## src/rtl/pc_pkg.sv

```systemverilog
// Shared types and helpers for the program-counter generator.
package pc_pkg;

    typedef enum logic [1:0] {
        BOOT,
        RUN,
        HALT
    } pc_state_e;

    typedef enum logic [2:0] {
        SEL_TRAP,
        SEL_MIS,
        SEL_REDIR,
        SEL_RAS,
        SEL_SEQ,
        SEL_HOLD
    } pc_sel_e;

    // True when the low `align` bits of addr are all zero.
    function automatic logic is_aligned(input logic [63:0] addr, input int align);
        logic ok;
        ok = 1'b1;
        for (int i = 0; i < 64; i++) begin
            if (i < align && addr[i]) ok = 1'b0;
        end
        return ok;
    endfunction

endpackage

```

## src/rtl/pc_ras.sv

```systemverilog
// Circular return-address stack: push-when-full overwrites the oldest entry,
// push+pop together replace the top entry, clear empties the stack.
module pc_ras #(
    parameter int XLEN  = 32,
    parameter int DEPTH = 4
) (
    input  logic            clk,
    input  logic            rst,
    input  logic            clear_i,
    input  logic            push_i,
    input  logic            pop_i,
    input  logic [XLEN-1:0] push_data_i,
    output logic [XLEN-1:0] top_o,
    output logic            empty_o
);

    localparam int PW = (DEPTH > 1) ? $clog2(DEPTH) : 1;
    localparam int CW = $clog2(DEPTH + 1);

    logic [XLEN-1:0] mem_q [DEPTH];
    logic [PW-1:0]   ptr_q;
    logic [CW-1:0]   cnt_q;
    logic [PW-1:0]   ptr_inc;
    logic [PW-1:0]   ptr_dec;

    assign ptr_inc = (ptr_q == PW'(DEPTH - 1)) ? '0 : ptr_q + PW'(1);
    assign ptr_dec = (ptr_q == '0) ? PW'(DEPTH - 1) : ptr_q - PW'(1);

    assign top_o   = mem_q[ptr_q];
    assign empty_o = (cnt_q == '0);

    always_ff @(posedge clk or posedge rst) begin
        if (rst) begin
            ptr_q <= '0;
            cnt_q <= '0;
            for (int i = 0; i < DEPTH; i++) mem_q[i] <= '0;
        end else if (clear_i) begin
            ptr_q <= '0;
            cnt_q <= '0;
        end else if (push_i && pop_i) begin
            mem_q[ptr_q] <= push_data_i;
        end else if (push_i) begin
            mem_q[ptr_inc] <= push_data_i;
            ptr_q          <= ptr_inc;
            if (cnt_q != CW'(DEPTH)) cnt_q <= cnt_q + CW'(1);
        end else if (pop_i) begin
            ptr_q <= ptr_dec;
            cnt_q <= cnt_q - CW'(1);
        end
    end

endmodule

```

## src/rtl/pc_gen.sv

```systemverilog
// Program-counter generator: BOOT/RUN/HALT FSM, trap/redirect/sequential priority mux.
// Optional return-address stack enabled by defining PC_RAS_EN.
module pc_gen
    import pc_pkg::*;
#(
    parameter int              XLEN      = 32,
    parameter logic [XLEN-1:0] RESET_VEC = '0,
    parameter int              INC       = 4,
    parameter int              ALIGN     = 2,
    parameter int              RAS_DEPTH = 4
) (
    input  logic            clk,
    input  logic            rst,
    input  logic            en,
    output logic [XLEN-1:0] pc,
    output logic            pc_valid,
    input  logic            pc_ready,
    input  logic            redir_valid,
    input  logic [XLEN-1:0] redir_target,
    input  logic            trap_valid,
    input  logic [XLEN-1:0] trap_vec,
    output logic [XLEN-1:0] epc,
    output logic            misalign,
    input  logic            halt_req,
    input  logic            resume,
    output logic            halted,
    input  logic            ras_push,
    input  logic            ras_pop
);

    pc_state_e       state_q, state_d;
    pc_sel_e         sel;
    logic [XLEN-1:0] pc_q, pc_d;
    logic [XLEN-1:0] epc_q, epc_d;
    logic            mis_q, mis_d;
    logic            target_ok;
    logic [XLEN-1:0] ras_top;
    logic            ras_empty;

    assign target_ok = is_aligned(64'(redir_target), ALIGN);

`ifdef PC_RAS_EN
    pc_ras #(
        .XLEN  (XLEN),
        .DEPTH (RAS_DEPTH)
    ) u_ras (
        .clk         (clk),
        .rst         (rst),
        .clear_i     (sel == SEL_TRAP),
        .push_i      (en && state_q == RUN && ras_push),
        .pop_i       (sel == SEL_RAS),
        .push_data_i (pc_q + XLEN'(INC)),
        .top_o       (ras_top),
        .empty_o     (ras_empty)
    );
`else
    localparam int unused_ras_depth = RAS_DEPTH;
    logic unused_ras_in;
    assign unused_ras_in = ras_push ^ ras_pop;
    assign ras_top       = '0;
    assign ras_empty     = 1'b1;
`endif

    always_ff @(posedge clk or posedge rst) begin
        if (rst) begin
            state_q <= BOOT;
            pc_q    <= RESET_VEC;
            epc_q   <= '0;
            mis_q   <= 1'b0;
        end else begin
            state_q <= state_d;
            pc_q    <= pc_d;
            epc_q   <= epc_d;
            mis_q   <= mis_d;
        end
    end

    always_comb begin
        state_d = state_q;
        if (en) begin
            case (state_q)
                BOOT:    state_d = RUN;
                RUN:     if (halt_req && !trap_valid && !redir_valid) state_d = HALT;
                HALT:    if (resume) state_d = RUN;
                default: state_d = BOOT;
            endcase
        end
    end

    // Traps and redirects win over the handshake, so pc_ready is only consulted last.
    always_comb begin
        sel = SEL_HOLD;
        if (en) begin
            if (state_q == RUN) begin
                if (trap_valid)                     sel = SEL_TRAP;
                else if (redir_valid && !target_ok) sel = SEL_MIS;
                else if (redir_valid)               sel = SEL_REDIR;
                else if (ras_pop && !ras_empty)     sel = SEL_RAS;
                else if (pc_ready)                  sel = SEL_SEQ;
            end else if (state_q == HALT) begin
                if (trap_valid) sel = SEL_TRAP;
            end
        end
    end

    always_comb begin
        pc_d  = pc_q;
        epc_d = epc_q;
        mis_d = en ? (sel == SEL_MIS) : mis_q;
        case (sel)
            SEL_TRAP: begin
                pc_d  = trap_vec;
                epc_d = pc_q;
            end
            SEL_MIS: begin
                pc_d  = trap_vec;
                epc_d = redir_target;
            end
            SEL_REDIR: pc_d = redir_target;
            SEL_RAS:   pc_d = ras_top;
            SEL_SEQ:   pc_d = pc_q + XLEN'(INC);
            default:   pc_d = pc_q;
        endcase
    end

    always_comb begin
        pc_valid = (state_q == RUN);
        halted   = (state_q == HALT);
    end

    assign pc       = pc_q;
    assign epc      = epc_q;
    assign misalign = mis_q;

endmodule

```

## config.mk

```make
export PLATFORM = sky130hd
export DESIGN_NAME = pc_gen
export DESIGN_NICKNAME = d
export VERILOG_FILES = /design/src/rtl/pc_pkg.sv /design/src/rtl/pc_ras.sv /design/src/rtl/pc_gen.sv
export SDC_FILE = /design/constraint.sdc
export NUM_CORES = 1
export LEC_CHECK = 0
export CAP_MARGIN = 20
export CORE_MARGIN = 3
export CORE_UTILIZATION = 49
export DETAILED_ROUTE_END_ITERATION = 10
export HOLD_SLACK_MARGIN = 0.15
export PLACE_DENSITY = 0.82
export SYNTH_ARGS = -nofsm -noshare
export SYNTH_HDL_FRONTEND = slang
export SYNTH_SLANG_ARGS = --single-unit
```

## constraint.sdc

```tcl
create_clock -name clk -period 3.9 [get_ports clk]
set_clock_uncertainty 0.1 [all_clocks]
set_input_delay 0.78 -clock clk [delete_from_list [all_inputs] [get_ports clk]]
set_output_delay 0.78 -clock clk [all_outputs]
set_load 0.02 [all_outputs]
```

==> flow_metrics.py, run 1 <==
metrics = {
    "synth": {
        "synth_common_cells": "121 x nand2_1, 67 x dfrtp_1, 42 x nor2_1",
        "synth_top_area_share_pct": 41.8,
        "dominantRegCellSynth": "dfrtp_1",
        "ys_warn_count": 0,
        "synth_edf_count": 0,
        "synthCells": 493,
        "avgSynthCellArea_um2": 8.13,
        "synthTopCellsByArea": "dfrtp_1 42%, nand2_1 11%, a31oi_1 6.1%",
        "synthArstFlopShare_pct": 100,
        "yosysTopAreaCell": "dfrtp_1",
        "syn_area_um2": 4010,
        "synth.distinct_cells": 65,
        "synth_most_common_cell": "nand2_1",
        "seq_area_frac_synth_pct": 41.8,
        "syn_nets": 568,
        "ys_ff_latch": 67,
    },
    "pwr": {
        "p_leak_uw": 0.00225,
        "power_density_nw_per_um2": 728,
        "ir_worst_vdd_v": 0.000406,
    },
    "global_route": {
        "gr-total-overflow": 0,
        "grt_usage_pct": 28.9,
        "grt_max_degree": 39,
        "grt_pass1_wl_um": 20800,
        "antenna_found_initial": 0,
        "grt_pass1_vias": 4171,
    },
    "worst_setup_path": {
        "path_delay_family": "simple AND/OR/NAND/NOR gates",
        "crit_fanout": 11,
        "arrival_ns": 3.19,
        "crit_start": "redir_target[0]",
        "critPathMaxStageDelay_ns": 0.63,
        "crit_chain": "clkdlybuf4s50_1, or4b_4, a21oi_2, nand2b_1, o31ai_1, a22o_1",
        "critPathLaunchType": "input port",
        "ff2ff_path_depth": 5,
        "endpoint_kind": "flop",
        "r2r_start": "pc[6]",
        "crit_cells": 6,
        "path_class": "input port to flop",
        "crit_buf_inv": 1,
        "slowest_stage": "or4b_4",
        "cp.required_ns": 4.03,
    },
    "cts": {
        "cts-root-buf": "clkbuf_8",
        "clockBufferDepth": 2,
        "cts_setup_buffers": 0,
        "cts-resized-gates": 0,
        "ctsHoldBuffers": 0,
        "cts_buffers": 9,
        "tritoncts": "yes",
        "clk_latency_ns": 0.34,
        "clkSlewWorstSetupHoldPaths_ns": 0.07,
        "clock_sinks": 67,
        "cts.htree.levels": 3,
    },
    "timing": {
        "rsz0062_at_grt": "no",
        "finalHoldViolations": 0,
        "setup_viol": 0,
        "tns_ns": 0,
        "tightest_slew_ns": 0.857,
        "max_freq_ghz": 0.327,
        "period_minus_slack_ns": 3.06,
        "relSlewSlack_pct": 42.7,
        "final_max_slew_viol_count": 0,
        "setup_ws_ns": 0.841,
        "post-route-period-util_pct": 78.4,
    },
    "drt": {
        "wl_um": 13100,
        "vias_per_cell": 6.03,
        "via_count": 4387,
        "dr.pass1.iters": 5,
        "initialDrtViolationCount": 277,
        "post-route-drc-count": 0,
        "ant_nets": 0,
        "wl_per_cell_um": 18.0,
    },
    "min_path": {
        "hold_start": "pc[1]",
        "whs_path_depth": 2,
        "hold_class": "flop to flop",
    },
    "cells_and_area": {
        "drive_gt1_share_pct": 7.67,
        "final_nets": 697,
        "areaGrowthSynthToFinish_pct": 40.8,
        "n_antenna_cell": 0,
        "num-fill-cells": 621,
    },
    "placement": {
        "place.gp.congestion": 0.867,
        "dpl_worst_slack_ns": 0.565,
        "portBuffers": 138,
        "hpwl_um": 9350,
    },
    "floorplan": {
        "core_um2": 7850,
        "ios": 141,
        "row_count": 32,
        "dieArea_um2": 9300,
        "die_y_um": 96.5,
        "die_x_um": 96.5,
        "initial_core_util_pct": 51.1,
    },
    "status": {
        "status": "finished, final reports clean",
    },
    "job": {
        "maxCapViolations": 0,
    },
}
stage by stage:
step | cell area (um2) | hold WS [ns] | std cells | utilization [%] | power [uW]
floorplan | 4010 | 0.422 | 493 | - | 2570
global placement | 5490 | 0.390 | 713 | 69.9 | 3530
detailed placement | 5490 | 0.411 | 713 | 69.9 | 3600
CTS | 5650 | 0.430 | 728 | 71.9 | 4110
global route | 5650 | 0.462 | 728 | 71.9 | 4380
finish | 5650 | 0.424 | 728 | 71.9 | 4110
kinds of logic (layout without fill, tap and decap cells):
logic type / Yosys count / after routing / synth area share (%)
AND/OR/NAND/NOR: 257 / 257 / 31.1
XOR/XNOR: 4 / 4 / 0.874
AO/OA/AOI/OAI: 112 / 112 / 18.8
adder cells (fa/ha/maj): 1 / 1 / 0.312
multiplexers: 9 / 9 / 2.34
flip-flops: 67 / 67 / 41.8
buffers and inverters: 43 / 176 / 4.78
sequential cells by signal, indices dropped and copies added (netlist names):
| register | count |
|---|---|
| epc | 32 |
| misalign | 1 |
| pc | 32 |
| state_q | 2 |
path summary, 6_finish.rpt:
path	endpoint	slack, ns
worst max-delay path	pc[14]	0.84
worst min-delay path	pc[1]	0.42
worst max register to register	pc[27]	1.39
worst min register to register	pc[1]	0.42
max in group asynchronous	pc[9]	1.98
min in group asynchronous	epc[5]	0.83
area by class of cell:
| cell class | count | area (um2) | area share, % |
|---|---|---|---|
| inverter | 7 | 26.3 | 0.465 |
| tap | 102 | 128 | 2.26 |
| multi-input combinational | 383 | 2150 | 38.1 |
| clock inverter | 3 | 15.0 | 0.266 |
| clock buffer | 12 | 145 | 2.57 |
| timing repair buffer | 154 | 1500 | 26.6 |
| sequential | 67 | 1680 | 29.7 |
routing by layer:
metal | vias up | global-route usage, % | share of wire (%)
met4 | 0 | 9.46 | 1.6
li1 | 2058 | - | -
met2 | 227 | 46.1 | 47
met3 | 19 | 3.80 | 8.2
met1 | 2083 | 40.7 | 43
met5 | - | 0 | 0
worst reg2reg max path: stages (launching register included):
cell,delay [ns]
dfrtp_1,0.51
and4_1,0.44
nand4_4,0.17
or4_1,0.60
or3_1,0.42
a31oi_1,0.18
cells in the final DEF, fill, tap and decap left out, drive strengths merged, types with 3 or more instances in the layout:
cell	instances
a31oi	39
clkbuf	12
or3	5
nand4	10
or4	7
a22o	3
nand3	19
and4	6
o21ai	21
dfrtp	67
a22oi	5
o22ai	3
nand2	121
nor3	8
xnor2	3
clkinv	3
nor2	42
o211ai	4
mux2	3
o31ai	4
a21oi	9
mux2i	6
and3	10
o31a	4
nor4	11
buf	16
inv	7
clkdlybuf4s50	138
nor3b	5
a211oi	4
power breakdown:
part / switching, uW / internal, uW
clock: 268 / 242
sequential: 385 / 1020
combinational: 1180 / 1010
total: 1830 / 2270
Power figures use the tool's default switching activity.
==> inputs of run 2 (changes only) <==
--- a/config.mk
+++ b/config.mk
@@ -7,10 +7,10 @@
 export LEC_CHECK = 0
 export CAP_MARGIN = 20
 export CORE_MARGIN = 3
-export CORE_UTILIZATION = 49
+export CORE_UTILIZATION = 41
 export DETAILED_ROUTE_END_ITERATION = 10
 export HOLD_SLACK_MARGIN = 0.15
-export PLACE_DENSITY = 0.82
+export PLACE_DENSITY = 0.73
 export SYNTH_ARGS = -nofsm -noshare
 export SYNTH_HDL_FRONTEND = slang
 export SYNTH_SLANG_ARGS = --single-unit
==> constraint.sdc (replaced) <==
create_clock -name clk -period 2.51 [get_ports clk]
set_clock_uncertainty 0.1 [all_clocks]
set_input_delay 0.502 -clock clk [delete_from_list [all_inputs] [get_ports clk]]
set_output_delay 0.502 -clock clk [all_outputs]
set_load 0.02 [all_outputs]
==> run 2 against run 1 <==
Setup slack worse by 0.79 ns. Power is 72% higher. First-iteration DRC count up 23%.
==> flow_metrics.py, run 2 (synthesized netlist as in run 1, its figures left out) <==
metrics = {
    "status": {
        "status": "finished, final reports clean",
    },
    "global_route": {
        "antenna_found_initial": 0,
        "gr-total-overflow": 0,
        "grt_pass1_vias": 4431,
        "grt_usage_pct": 24.5,
        "grt_max_degree": 68,
        "grt_pass1_wl_um": 22100,
    },
    "worst_setup_path": {
        "ff2ff_path_depth": 5,
        "crit_start": "trap_valid",
        "critPathLaunchType": "input port",
        "endpoint_kind": "flop",
        "arrival_ns": 2.59,
        "crit_fanout": 9,
        "path_class": "input port to flop",
        "slowest_stage": "or4b_4",
        "cp.required_ns": 2.63,
        "r2r_start": "pc[20]",
        "crit_chain": "clkdlybuf4s50_1, buf_4, or4b_4, or2_4, mux2_2, a21oi_1, o32ai_2",
        "critPathMaxStageDelay_ns": 0.51,
    },
    "drt": {
        "vias_per_cell": 5.68,
        "dr.pass1.iters": 5,
        "ant_nets": 0,
        "wl_um": 13800,
        "post-route-drc-count": 0,
        "initialDrtViolationCount": 340,
        "via_count": 4599,
        "wl_per_cell_um": 17.1,
    },
    "cts": {
        "clkSlewWorstSetupHoldPaths_ns": 0.09,
        "clock_sinks": 67,
        "clockBufferDepth": 2,
        "ctsHoldBuffers": 0,
        "cts_buffers": 9,
        "cts_setup_buffers": 0,
        "clk_latency_ns": 0.35,
        "cts-root-buf": "clkbuf_8",
        "cts.htree.levels": 3,
        "tritoncts": "yes",
    },
    "pwr": {
        "p_switching_uw": 3020,
        "p_leak_uw": 0.00258,
        "internal-power_uw": 4040,
        "sw_frac_of_total_pct": 42.8,
        "power_density_nw_per_um2": 1130,
        "power_frac_clock_pct": 14.7,
        "ir_worst_vdd_v": 0.000594,
        "p_seq_share_pct": 29.7,
        "comb_power_share_pct": 55.6,
    },
    "cells_and_area": {
        "drive_gt1_share_pct": 15.9,
        "n_antenna_cell": 0,
        "num-fill-cells": 801,
        "final_nets": 750,
        "multi_input_area_um2": 2180,
        "final_cell_mix": "136 x clkdlybuf4s50_1, 121 x nand2_1, 67 x dfrtp_1, 62 x buf_4",
        "final_common_cell": "clkdlybuf4s50_1",
        "areaGrowthSynthToFinish_pct": 55.8,
        "finish.utilization_pct": 66.6,
        "final-seq-area_um2": 1680,
    },
    "floorplan": {
        "die_x_um": 105,
        "row_count": 35,
        "ios": 141,
        "dieArea_um2": 11000,
        "initial_core_util_pct": 42.8,
        "core_um2": 9370,
        "die_y_um": 105,
    },
    "placement": {
        "portBuffers": 138,
        "hpwl_um": 10400,
        "place.gp.congestion": 0.849,
    },
    "timing": {
        "setup_viol": 0,
        "relSlewSlack_pct": 63.6,
        "period_minus_slack_ns": 2.46,
        "worst_hold_slack_ns": 0.421,
        "tightest_slew_ns": 0.542,
        "post-route-period-util_pct": 98.1,
        "finalHoldViolations": 0,
        "max_freq_ghz": 0.406,
        "final_max_slew_viol_count": 0,
        "rsz0062_at_grt": "no",
    },
    "min_path": {
        "hold_class": "flop to flop",
        "hold_start": "misalign",
        "whs_path_depth": 1,
    },
    "job": {
        "maxCapViolations": 0,
    },
}
## run 2: cell count changes in the layout (fill, tap and decap cells not counted), sizes merged
| cell | previous run | this run |
|---|---|---|
| inv | 7 | 8 |
| bufinv | 0 | 2 |
| clkinv | 3 | 4 |
| dlymetal6s2s | 0 | 2 |
| clkdlybuf4s50 | 138 | 136 |
| clkbuf | 12 | 9 |
| buf | 16 | 69 |
## run 2: power by group through the flow
stage	registers, uW	clock network (uW)	logic [uW]
floorplan	2640	0	1360
global route	2160	1080	4190
detailed placement	2110	0	3900
CTS	2090	1050	3920
finish	2090	1040	3920
global placement	2080	0	3820
## run 2: timing repair
action                                  CTS  global route
resized for setup                         2             5
endpoints found under the setup margin    4             8
pin swaps                                 0             0
## run 2: critical path, delay by kind of cell
| kind | cells | cell delay, ns |
|---|---|---|
| AO/OA/AOI/OAI | 2 | 0.30 |
| buffers and inverters | 2 | 0.62 |
| multiplexers | 1 | 0.30 |
| AND/OR/NAND/NOR | 2 | 0.85 |
## run 2: area by class of cell
class / instances / share of cell area [%]
Multi-Input combinational cell: 383 / 35.0
Timing Repair Buffer: 207 / 31.6
Sequential cell: 67 / 26.8
Tap cell: 129 / 2.58
Clock buffer: 9 / 1.98
Clock inverter: 7 / 1.60
Inverter: 7 / 0.421
## run 2: metal layers
layer	routed length, um	vias to the layer above	track usage, %
li1	-	2172	-
met1	6030	2193	33.7
met2	6570	209	39.1
met3	972	25	3.83
met4	250	0	8.81
met5	0	-	0
## run 2: through the flow
stage	setup TNS, ns	instance area, um2	std cells	setup WS (ns)	total power (uW)
floorplan	0	4010	493	0.225	4000
global placement	-20.57	5980	792	-0.399	5890
detailed placement	-12.00	5990	793	-0.402	6000
CTS	0	6220	809	0.0503	7050
global route	0	6250	809	0.00728	7430
finish	0	6250	809	0.0487	7060
## run 2: worst paths after layout
kind                             to  slack (ns)
hold / removal             misalign        0.42
max in group asynchronous   epc[19]        1.58
hold reg to reg            misalign        0.42
setup reg to reg             pc[28]        0.29
min in group asynchronous    epc[7]        0.45
setup / recovery             pc[28]        0.05
